### config.mk
export PLATFORM = sky130hd
export DESIGN_NAME = code_entry
export DESIGN_NICKNAME = d
export VERILOG_FILES = /design/src/rtl/code_entry.sv
export SDC_FILE = /design/constraint.sdc
export NUM_CORES = 1
export LEC_CHECK = 0
export CORE_AREA = 5 5 72 74
export DETAILED_ROUTE_END_ITERATION = 8
export DIE_AREA = 0 0 77 79
export GPL_TIMING_DRIVEN = 0
export SLEW_MARGIN = 0
export SYNTH_ARGS = -nofsm -noshare
export SYNTH_HDL_FRONTEND = slang
export SYNTH_SLANG_ARGS = --single-unit
### constraint.sdc
create_clock -name i_clk -period 2.4 [get_ports i_clk]
set_input_delay 0.72 -clock i_clk [delete_from_list [all_inputs] [get_ports i_clk]]
set_output_delay 0.72 -clock i_clk [all_outputs]
set_load 0.05 [all_outputs]
### src/rtl/code_entry.sv
// code_entry: keypad-side code assembler for the digital lock.
// Collects four BCD digit keystrokes into a 16-bit code word. When Enter
// is pressed on a full code, it presents that word with a one-cycle
// o_code_valid strobe. Clear, premature Enter, over-entry, invalid keys
// and inactivity timeout are all handled here, so the comparator only
// ever sees complete, stable codes.
//
// Ports:
//   i_clk           system clock, rising edge
//   i_rst           synchronous active-high reset
//   i_key_valid     key event presented this cycle
//   i_key_value     0-9 digit, A clear, B enter, C-F invalid
//   o_ready         a key is accepted on an edge where i_key_valid && o_ready
//   o_entered_code  assembled code, first digit in [15:12]
//   o_digit_count   digits currently held (0-4)
//   o_code_valid    one-cycle strobe, o_entered_code complete and stable
//   o_entry_error   one-cycle strobe on a rejected key
//   o_timeout       one-cycle strobe when a partial entry is discarded
//
// state   | meaning
// --------+-------------------------------------------
// IDLE    | no digits held
// COLLECT | 1-3 digits held, inactivity counter running
// FULL    | 4 digits held, waiting for Enter
// PRESENT | code_valid cycle, keys refused
module code_entry #(
  parameter int TIMEOUT_CYCLES = 1000
) (
  input  logic        i_clk,
  input  logic        i_rst,
  input  logic        i_key_valid,
  input  logic [3:0]  i_key_value,
  output logic        o_ready,
  output logic [15:0] o_entered_code,
  output logic [2:0]  o_digit_count,
  output logic        o_code_valid,
  output logic        o_entry_error,
  output logic        o_timeout
);

  localparam int CW = (TIMEOUT_CYCLES > 0) ? $clog2(TIMEOUT_CYCLES + 1) : 1;
  // The discard fires on the edge where the counter would step onto
  // TIMEOUT_CYCLES. The counter therefore only ever needs to hold up to
  // TIMEOUT_CYCLES-1.
  localparam logic [CW-1:0] LP_LAST = CW'((TIMEOUT_CYCLES > 0) ? TIMEOUT_CYCLES - 1 : 0);
  localparam logic [3:0] KEY_CLEAR = 4'hA;
  localparam logic [3:0] KEY_ENTER = 4'hB;

  typedef enum logic [1:0] {
    S_IDLE    = 2'd0,
    S_COLLECT = 2'd1,
    S_FULL    = 2'd2,
    S_PRESENT = 2'd3
  } state_t;

  state_t        r_state;
  logic [15:0]   r_code;
  logic [2:0]    r_count;
  logic [CW-1:0] r_cnt;
  logic          r_ready;
  logic          r_valid;
  logic          r_err;
  logic          r_to;

  state_t        w_state_nxt;
  logic [15:0]   w_code_nxt;
  logic [2:0]    w_count_nxt;
  logic [CW-1:0] w_cnt_nxt;
  logic          w_ready_nxt;
  logic          w_valid_nxt;
  logic          w_err_nxt;
  logic          w_to_nxt;
  logic          w_accept;
  logic          w_running;
  logic          w_expire;

  assign w_accept  = i_key_valid && r_ready;
  assign w_running = (r_state == S_COLLECT) || (r_state == S_FULL);
  assign w_expire  = (TIMEOUT_CYCLES != 0) && w_running && (r_cnt == LP_LAST);

  always_ff @(posedge i_clk) begin
    if (i_rst) begin
      r_state <= S_IDLE;
      r_code  <= '0;
      r_count <= '0;
      r_cnt   <= '0;
      r_ready <= 1'b1;
      r_valid <= 1'b0;
      r_err   <= 1'b0;
      r_to    <= 1'b0;
    end else begin
      r_state <= w_state_nxt;
      r_code  <= w_code_nxt;
      r_count <= w_count_nxt;
      r_cnt   <= w_cnt_nxt;
      r_ready <= w_ready_nxt;
      r_valid <= w_valid_nxt;
      r_err   <= w_err_nxt;
      r_to    <= w_to_nxt;
    end
  end

  always_comb begin
    w_state_nxt = r_state;
    w_code_nxt  = r_code;
    w_count_nxt = r_count;
    w_cnt_nxt   = r_cnt;
    w_ready_nxt = 1'b1;
    w_valid_nxt = 1'b0;
    w_err_nxt   = 1'b0;
    w_to_nxt    = 1'b0;

    if (r_state == S_PRESENT) begin
      w_state_nxt = S_IDLE;
      w_code_nxt  = '0;
      w_count_nxt = '0;
      w_cnt_nxt   = '0;
    end else if (w_accept) begin
      // An accepted key always restarts the inactivity window. It also
      // beats a timeout expiring on the same edge.
      w_cnt_nxt = '0;
      if (i_key_value <= 4'd9) begin
        if (r_count < 3'd4) begin
          w_code_nxt  = {r_code[11:0], i_key_value};
          w_count_nxt = r_count + 3'd1;
          w_state_nxt = (r_count == 3'd3) ? S_FULL : S_COLLECT;
        end else begin
          w_err_nxt = 1'b1;
        end
      end else if (i_key_value == KEY_CLEAR) begin
        w_code_nxt  = '0;
        w_count_nxt = '0;
        w_state_nxt = S_IDLE;
      end else if (i_key_value == KEY_ENTER) begin
        if (r_state == S_FULL) begin
          w_state_nxt = S_PRESENT;
          w_valid_nxt = 1'b1;
          w_ready_nxt = 1'b0;
        end else begin
          w_err_nxt   = 1'b1;
          w_code_nxt  = '0;
          w_count_nxt = '0;
          w_state_nxt = S_IDLE;
        end
      end else begin
        w_err_nxt = 1'b1;
      end
    end else if (w_expire) begin
      w_code_nxt  = '0;
      w_count_nxt = '0;
      w_cnt_nxt   = '0;
      w_state_nxt = S_IDLE;
      w_to_nxt    = 1'b1;
    end else if (w_running) begin
      if (r_cnt != {CW{1'b1}}) w_cnt_nxt = r_cnt + CW'(1);
    end else begin
      w_cnt_nxt = '0;
    end
  end

  assign o_ready        = r_ready;
  assign o_entered_code = r_code;
  assign o_digit_count  = r_count;
  assign o_code_valid   = r_valid;
  assign o_entry_error  = r_err;
  assign o_timeout      = r_to;

endmodule

Word level (Yosys, flattened, before mapping):

Index checks and enable logic that the tools add are counted.

* add/sub/neg operators: 2
* $lt $le $gt $ge: 2
* eq/ne operators: 11
* mux-type cells: 29
* bitwise logic cells: 3
* reduce and logical (&&, ||, !) cells: 12

Operators with widths (count)
* two-way mux 16 bit: 7
* two-way mux 3 bit: 7
* two-way mux 2 bit: 8
* adder 10 x 1 -> 10 bit, second input constant: 1
* equality test 10 bit, second input constant: 1
* != test 10 bit, second input constant: 1
* OR reduction 5 bit: 2
* equality test 4 bit, second input constant: 2
* two-way mux 1 bit: 7
* OR reduction 3 bit: 2
* OR reduction 6 bit: 1
* equality test 2 bit, second input constant: 2
* less-or-equal comparator 4 bit, second input constant: 1
* != test 4 x 1 -> 1 bit, second input constant: 1
* != test 4 bit, second input constant: 1
* AND reduction 4 bit: 1
* adder 3 x 1 -> 3 bit, second input constant: 1
* equality test 3 x 2 -> 1 bit, second input constant: 1
* less-than comparator 3 bit, second input constant: 1
* != test 3 x 2 -> 1 bit, second input constant: 1
* inverter 1 bit: 3
* AND reduction 3 bit: 1
* equality test 2 x 1 -> 1 bit, second input constant: 1
* logical AND 1 bit: 2
* other kinds (3): 3

* register bits: 35
* bits of input ports: 7
* output and inout bits: 23
* word-level logic and storage cells: 67

Longest topological paths before layout:

Gate-level depths: netlist of run 1.

* word-level depth: 6
* mapped depth: 7

Least setup slack after synthesis of run 1:

No wires, ideal clock.

* path kind: reg-to-reg
* start point: register r_state[0]
* end point: register r_code[0] (netlist: o_entered_code[0])
* library setup time: 0.117 ns
* arrival time: 1.932 ns
* setup slack: 0.351 ns
* cell stages (with the launch flop): 8
* buffers on the path: 1
* clock period less this slack: 2.049 ns
* cell sequence: dfxtp_1 inv_1 ha_1 or4b_4 nor4_4 nor3_4 buf_6 a22o_1

* word-level cells in the longest chain between the ends: 5
* elaborated cells between the ends (all ways): 9
* those cells by class: eq/ne (4); reduce/logical (5)

Ends and longest elaborated chain
* from (decl): line 56 `state_t r_state;`
* from (signal assigned): line 92 `r_state <= w_state_nxt;`
* equality test 2 x 1 -> 1 bit or equality test 2 bit (tied branches): line 78, 135
* logical OR 1 bit: line 78 `assign w_running = (r_state == S_COLLECT) || (r_state == S_FULL);`
* logical AND 1 bit: line 79 `assign w_expire = (TIMEOUT_CYCLES != 0) && w_running && (r_cnt == LP_LAST);`
* nonzero test 2 bit (no line)
* AND reduction 4 bit (no line)
* to (signal assigned): line 93 `r_code <= w_code_nxt;`
* to (decl): line 57 `logic [15:0] r_code;`

Parallel ways exist; a longest one is shown, timed or not.
A chain may end at the register's enable or synchronous reset.

Worst setup path in the final report of run 1:

* start point: input i_key_value[3]
* end point: register r_code[10] (netlist: o_entered_code[10])

* word-level cells in the longest chain between the ends: 4
* elaborated cells between the ends (all ways): 10
* those cells by class: order compare (1); eq/ne (5); mux (3); reduce/logical (1)

Ends and longest elaborated chain
* from (decl): line 32 `input logic [3:0] i_key_value,`
* parallel branches: the longest is 4 deep, another holds less-or-equal comparator 4 bit

Several ways; the timed one is not identified.

==> results of run 1 <==
==> flip-flops by register name, indices dropped and copies added (netlist names) <==
name / count
o_entry_error: 1
r_cnt: 10
o_entered_code: 16
o_ready: 1
o_digit_count: 3
o_timeout: 1
o_code_valid: 1
r_state: 2
==> metrics by stage <==
stage                     instances  TNS (ns)  setup WS, ns  instance area (um^2)  utilization (%)
after global routing            231         0        0.0349                  1990             43.8
after detailed placement        221     -5.11        -0.310                  1840             40.6
final                           231         0        0.0939                  1990             43.8
after floorplan                 138         0         0.351                  1480                -
after global placement          221     -4.52        -0.271                  1840             40.6
after CTS                       229         0       0.00294                  1970             43.4
==> critical path, delay by kind of cell <==
family                 cells  cell delay [ns]
and+or+nand+nor            3             0.99
buffers and inverters      2             0.68
AOI/OAI and AO/OA          1             0.14
==> layout make-up <==
| type | count | area (um^2) | share of cell area [%] |
|---|---|---|---|
| Tap cell | 54 | 67.6 | 3.40 |
| Multi-Input combinational cell | 95 | 753 | 37.9 |
| Clock inverter | 3 | 43.8 | 2.21 |
| Timing Repair Buffer | 31 | 305 | 15.4 |
| Clock buffer | 5 | 68.8 | 3.47 |
| Buffer | 4 | 31.3 | 1.58 |
| Sequential cell | 35 | 701 | 35.3 |
| Inverter | 4 | 15.0 | 0.756 |
==> cells in the final DEF, fill, tap and decap left out, types with 4 or more instances in the layout <==
master	n
ha_1	5
clkdlybuf4s50_1	29
dfxtp_1	35
nor2_1	11
a31oi_1	4
a22o_1	8
inv_1	4
nor3_1	6
nand3_1	5
clkbuf_8	5
a22o_2	8
==> cell families after synthesis <==
kind of cell | after synthesis | share of synthesized area (%)
multiplexers | 2 | 1.43
XOR/XNOR | 3 | 1.77
buffers and inverters | 8 | 3.12
AND/OR/NAND/NOR | 49 | 21.5
flip-flops | 35 | 47.2
adder cells (fa/ha/maj) | 5 | 4.22
AO/OA/AOI/OAI | 36 | 20.7
==> where the power goes <==
group	switching (uW)	internal (uW)
clock	209	309
sequential	8.14	590
combinational	67.5	50.9
==> layer usage <==
metal / track usage (%) / wire (um) / vias up
met3: 4.08 / 164 / 9
met5: 0 / 0 / -
li1: - / - / 601
met4: 6.53 / 74 / 0
met1: 12.5 / 1450 / 558
met2: 17.5 / 1490 / 28
==> timing repair <==
action,4_1_cts,5_1_grt
resized for setup,1,2
setup endpoints to repair,1,12
pin swaps,0,1
setup buffers,0,2
==> final timing paths <==
check        cells past startpoint                            start                              end  slack [ns]
min reg2reg                      1  o_entered_code[14]$_SDFFE_PP0P_  o_entered_code[14]$_SDFFE_PP0P_        0.48
max                              6                   i_key_value[3]  o_entered_code[10]$_SDFFE_PP0P_        0.09
max reg2reg                      7          r_state[0]$_SDFFE_PP0P_  o_entered_code[10]$_SDFFE_PP0P_        0.17
min                              1  o_entered_code[14]$_SDFFE_PP0P_  o_entered_code[14]$_SDFFE_PP0P_        0.48
==> summary.md, run 1 <==
| Metric | Value |
|---|---|
| Status | finished clean |
| Drt total wl | 3180 um |
| Clock slew seen by the registers of the worst setup and hold paths | 0.07 ns |
| Syn. warnings | 0 |
| CP Class | in -> reg |
| MaxCap Viol Count | 0 |
| Leak | 0.000750 uW |
| Worst EP required | 2.63 ns |
| Area delta synth->final | 33.8% |
| FMAX | 0.434 GHz |
| Die Span Y | 79 um |
| Final Max Tran Viols | 0 |
| Crit path DAT | 2.54 ns |
| Via count | 1196 |
| Starting Density | 32.7% |
| PortBufs | 29 |
| Fillers | 448 |
| Dpl hpwl | 2430 um |
| Predominant post-synthesis flop cell | dfxtp_1 |
| Distinct cells, synth | 43 |
| Synth area leaders | dfxtp_1 47%, a22o_2 5.4%, a22o_1 4.7%, ha_1 4.2%, nor2_1 2.8% |
| Synthesized flop and latch total | 35 |
| Total GRT Usage | 11.0% |
| Die width | 77 um |
| RSZ-0062 raised after global routing | false |
| Sink Count | 35 |
| Num rows | 25 |
| FFs w/ async S/R, synth | 0% |
| Top cell type's share of synthesized area | 47.2% |
| Final nets | 188 |
| Setup crit start kind | input pin |
| Layout cell share with drive strength beyond 1 | 21.5% |
| Mapped Area | 1480 um^2 |
| EDFF count, synth | 0 |
| Crit. End Element | flop |
| Synth top cells by count | 35 x dfxtp_1, 11 x nor2_1, 8 x a22o_1, 8 x a22o_2, 6 x nor3_1 |
| Clock Tree Root | clkbuf_8 |
| Core Area | 4540 um^2 |
| CP Cell Sequence | clkdlybuf4s50_1 > and2_2 > or4_4 > nor2_4 > buf_6 > a22o_1 |
| Synth Net Count | 150 |
| Synthesized area per cell | 10.8 um^2 |
| Vias per inst | 5.18 |
| Placer Congestion | 0.803 |
| Pwr dens | 622 nW/um^2 |
| Crit Path Max Fanout | 10 |
| Post-synthesis sequential area ratio | 47.2% |
| Drt first-iter violations | 26 |
| Wire per inst | 13.8 um |
| Hold WC Path Type | reg -> reg |
| Boundary pin count | 30 |
| Clock skew | 0.00829 ns |
| Vias in the first global route | 1178 |
| Top-count cell post-synth | dfxtp_1 |
| Diode count | 0 |
| Cells after Synth | 138 |
| Fin crit share | 96.1% |
| Detail Route Antenna Nets | 0 |
| CTS Buffer Depth | 2 |
| Slowest CP cell | or4_4 |
| Cts bufs inserted | 5 |
| Overall power | 1230 uW |
| Pre-Repair DR Iteration Count | 4 |
| Final setup violation count | 0 |
| Worst vdd ir | 0.405 mV |
| Largest net degree at the start of global routing | 13 |
| Hold-fix buffers, CTS | 0 |
| First-pass GRT wire length | 5300 um |
| Clk Latency, worst-skew pair | 0.29 ns |
| Initial antenna violation count | 0 |
| Rel. slew slack | 65.9% |
| Final Hold Viols | 0 |
| Hold_ws | 0.480 ns |
| Max incr delay on CP | 0.53 ns |
| Measured slew at the worst slew-check pin | 0.509 ns |
| Overflow after GRT | 0 |
| Drt drc | 0 |
| Min Tclk post-route | 2.31 ns |
| Die area | 6080 um^2 |
| Post-synth top area cell | dfxtp_1 |
| CTS tree | yes |
| H-tree Lvls | 2 |
Note: power is estimated with default switching activity, not from simulation.
==> inputs of run 2 (changes only) <==
--- a/config.mk
+++ b/config.mk
@@ -9,6 +9,7 @@
 export DETAILED_ROUTE_END_ITERATION = 8
 export DIE_AREA = 0 0 77 79
 export GPL_TIMING_DRIVEN = 0
+export REMOVE_ABC_BUFFERS = 1
 export SLEW_MARGIN = 0
 export SYNTH_ARGS = -nofsm -noshare
 export SYNTH_HDL_FRONTEND = slang
==> run 2 against run 1 <==
Effect of this change:
- flip-flop and latch count is the same
- core utilization shrank 0.11 points
- cell area shrank 0.25%
- critical endpoint is now o_entered_code[15]$_SDFFE_PP0P_
- first-iteration DRC count shrank 7.7%
- sequential power is essentially flat
- sequential share of layout area grew 0.089 points
- final cell count shrank 1.7%
- global-route usage grew 0.41 points
==> summary.md, run 2 (same netlist as run 1, synthesis figures left out) <==
| Metric | Value |
|---|---|
| Status | finished clean |
| Via count | 1206 |
| Hold WC Path Type | reg -> reg |
| Initial antenna violation count | 0 |
| Multi-input gate area | 749 um^2 |
| Max reg flops | 16 |
| FMAX | 0.434 GHz |
| Fin crit share | 95.9% |
| PortBufs | 29 |
| First-pass GRT wire length | 5560 um |
| Drt first-iter violations | 24 |
| Starting Density | 32.7% |
| Placer Congestion | 0.808 |
| Crit Path Max Fanout | 15 |
| Wire per inst | 14.2 um |
| Clock skew | 0.00359 ns |
| Sequential Area | 701 um^2 |
| Final Max Tran Viols | 0 |
| Sink Count | 35 |
| Setup crit start kind | input pin |
| Dpl hpwl | 2370 um |
| Top Family by Delay on Critical Path | simple AND/OR/NAND/NOR gates |
| Slowest CP cell | or4_1 |
| Pwr dens | 637 nW/um^2 |
| Leak | 0.000743 uW |
| Final nets | 184 |
| Min Tclk post-route | 2.30 ns |
| Overall power | 1260 uW |
| Vias in the first global route | 1190 |
| Buffers plus inverters on the worst setup path | 2 |
| CP Class | in -> reg |
| Rel. slew slack | 65.7% |
| Fin util | 43.7% |
| Clock slew seen by the registers of the worst setup and hold paths | 0.07 ns |
| Layout cell share with drive strength beyond 1 | 19.7% |
| Overflow after GRT | 0 |
| Die width | 77 um |
| Most frequent cells in the layout | 35 x dfxtp_1, 29 x clkdlybuf4s50_1, 11 x nor2_1 |
| Worst reg2reg startpoint | r_state[0]$_SDFFE_PP0P_ |
| Max incr delay on CP | 0.58 ns |
| Diode count | 0 |
| Commonest non-fill, non-tap cell in the layout | dfxtp_1 |
| Num rows | 25 |
| Net switching power | 284 uW |
| Comb pwr share | 9.4% |
| Total GRT Usage | 11.4% |
| CP Cell Sequence | clkdlybuf4s50_1 > and2_2 > or4_1 > nor2_4 > buf_12 > a22o_2 |
| CTS tree | yes |
| RSZ-0062 raised after global routing | false |
| Area delta synth->final | 33.5% |
| Hold-fix buffers, CTS | 0 |
| Switching share of power | 22.5% |
| Worst EP required | 2.63 ns |
| Die Span Y | 79 um |
| CTS Buffer Depth | 2 |
| Drt total wl | 3220 um |
| Core Area | 4540 um^2 |
| Power share of the sequential group | 47.4% |
| Largest net degree at the start of global routing | 20 |
| Drt drc | 0 |
| Crit path from | i_key_value[3] |
| Final setup violation count | 0 |
| MaxCap Viol Count | 0 |
| Crit path DAT | 2.54 ns |
| Power Internal | 978 uW |
| Worst Hold Launch | o_entered_code[13]$_SDFFE_PP0P_ |
| Clock Tree Root | clkbuf_8 |
| Crit. End Element | flop |
| Pre-Repair DR Iteration Count | 4 |
| Clk pwr share | 43.2% |
| Worst vdd ir | 0.286 mV |
| Die area | 6080 um^2 |
| Fillers | 430 |
| Detail Route Antenna Nets | 0 |
| Clk Latency, worst-skew pair | 0.28 ns |
| H-tree Lvls | 2 |
| Final Hold Viols | 0 |
| Cts bufs inserted | 5 |
| Vias per inst | 5.31 |
| Measured slew at the worst slew-check pin | 0.513 ns |
| Boundary pin count | 30 |
[run 2: what timing repair did]
item	4_1_cts	5_1_grt
pin swaps	1	1
gates cloned	0	0
setup buffers	1	1
setup endpoints to repair	3	15
gates resized for setup	1	1
[run 2: per-stage QoR]
step                instance area, um^2  instances  hold WS, ns  setup WS, ns  TNS (ns)
floorplan                          1450        134        0.522         0.351         0
detailed placement                 1810        217        0.466        -0.326     -5.43
global placement                   1810        217        0.462        -0.293     -4.87
global route                       1980        227        0.505       0.00587         0
CTS                                1960        226        0.488      0.000559         0
finish                             1980        227        0.484        0.0976         0
[run 2: area by class of cell]
cell class                 count  share of cell area [%]
timing repair buffer          31                    16.7
sequential                    35                    35.4
tap                           54                    3.41
clock buffer                   6                    4.17
inverter                       4                   0.758
multi-input combinational     95                    37.8
clock inverter                 2                    1.77
[run 2: final timing paths]
check	end	slack (ns)	depth (start not counted)
min reg2reg	o_entered_code[13]$_SDFFE_PP0P_	0.48	1
min	o_entered_code[13]$_SDFFE_PP0P_	0.48	1
max reg2reg	o_digit_count[0]$_SDFFE_PP0P_	0.17	7
max	o_entered_code[15]$_SDFFE_PP0P_	0.1	6
[run 2: power by group through the flow]
stage	logic [uW]	clock network, uW	registers (uW)
after floorplan	48.4	0	632
after global placement	106	0	611
after detailed placement	108	0	612
after CTS	117	567	598
after global routing	129	589	600
final	118	545	598
[run 2: per-layer routing]
metal / share of wire, % / GRT usage (%)
met4: 1.6 / 5.33
met3: 5.5 / 4.31
met5: 0 / 0
met1: 43 / 13.0
met2: 50 / 18.7
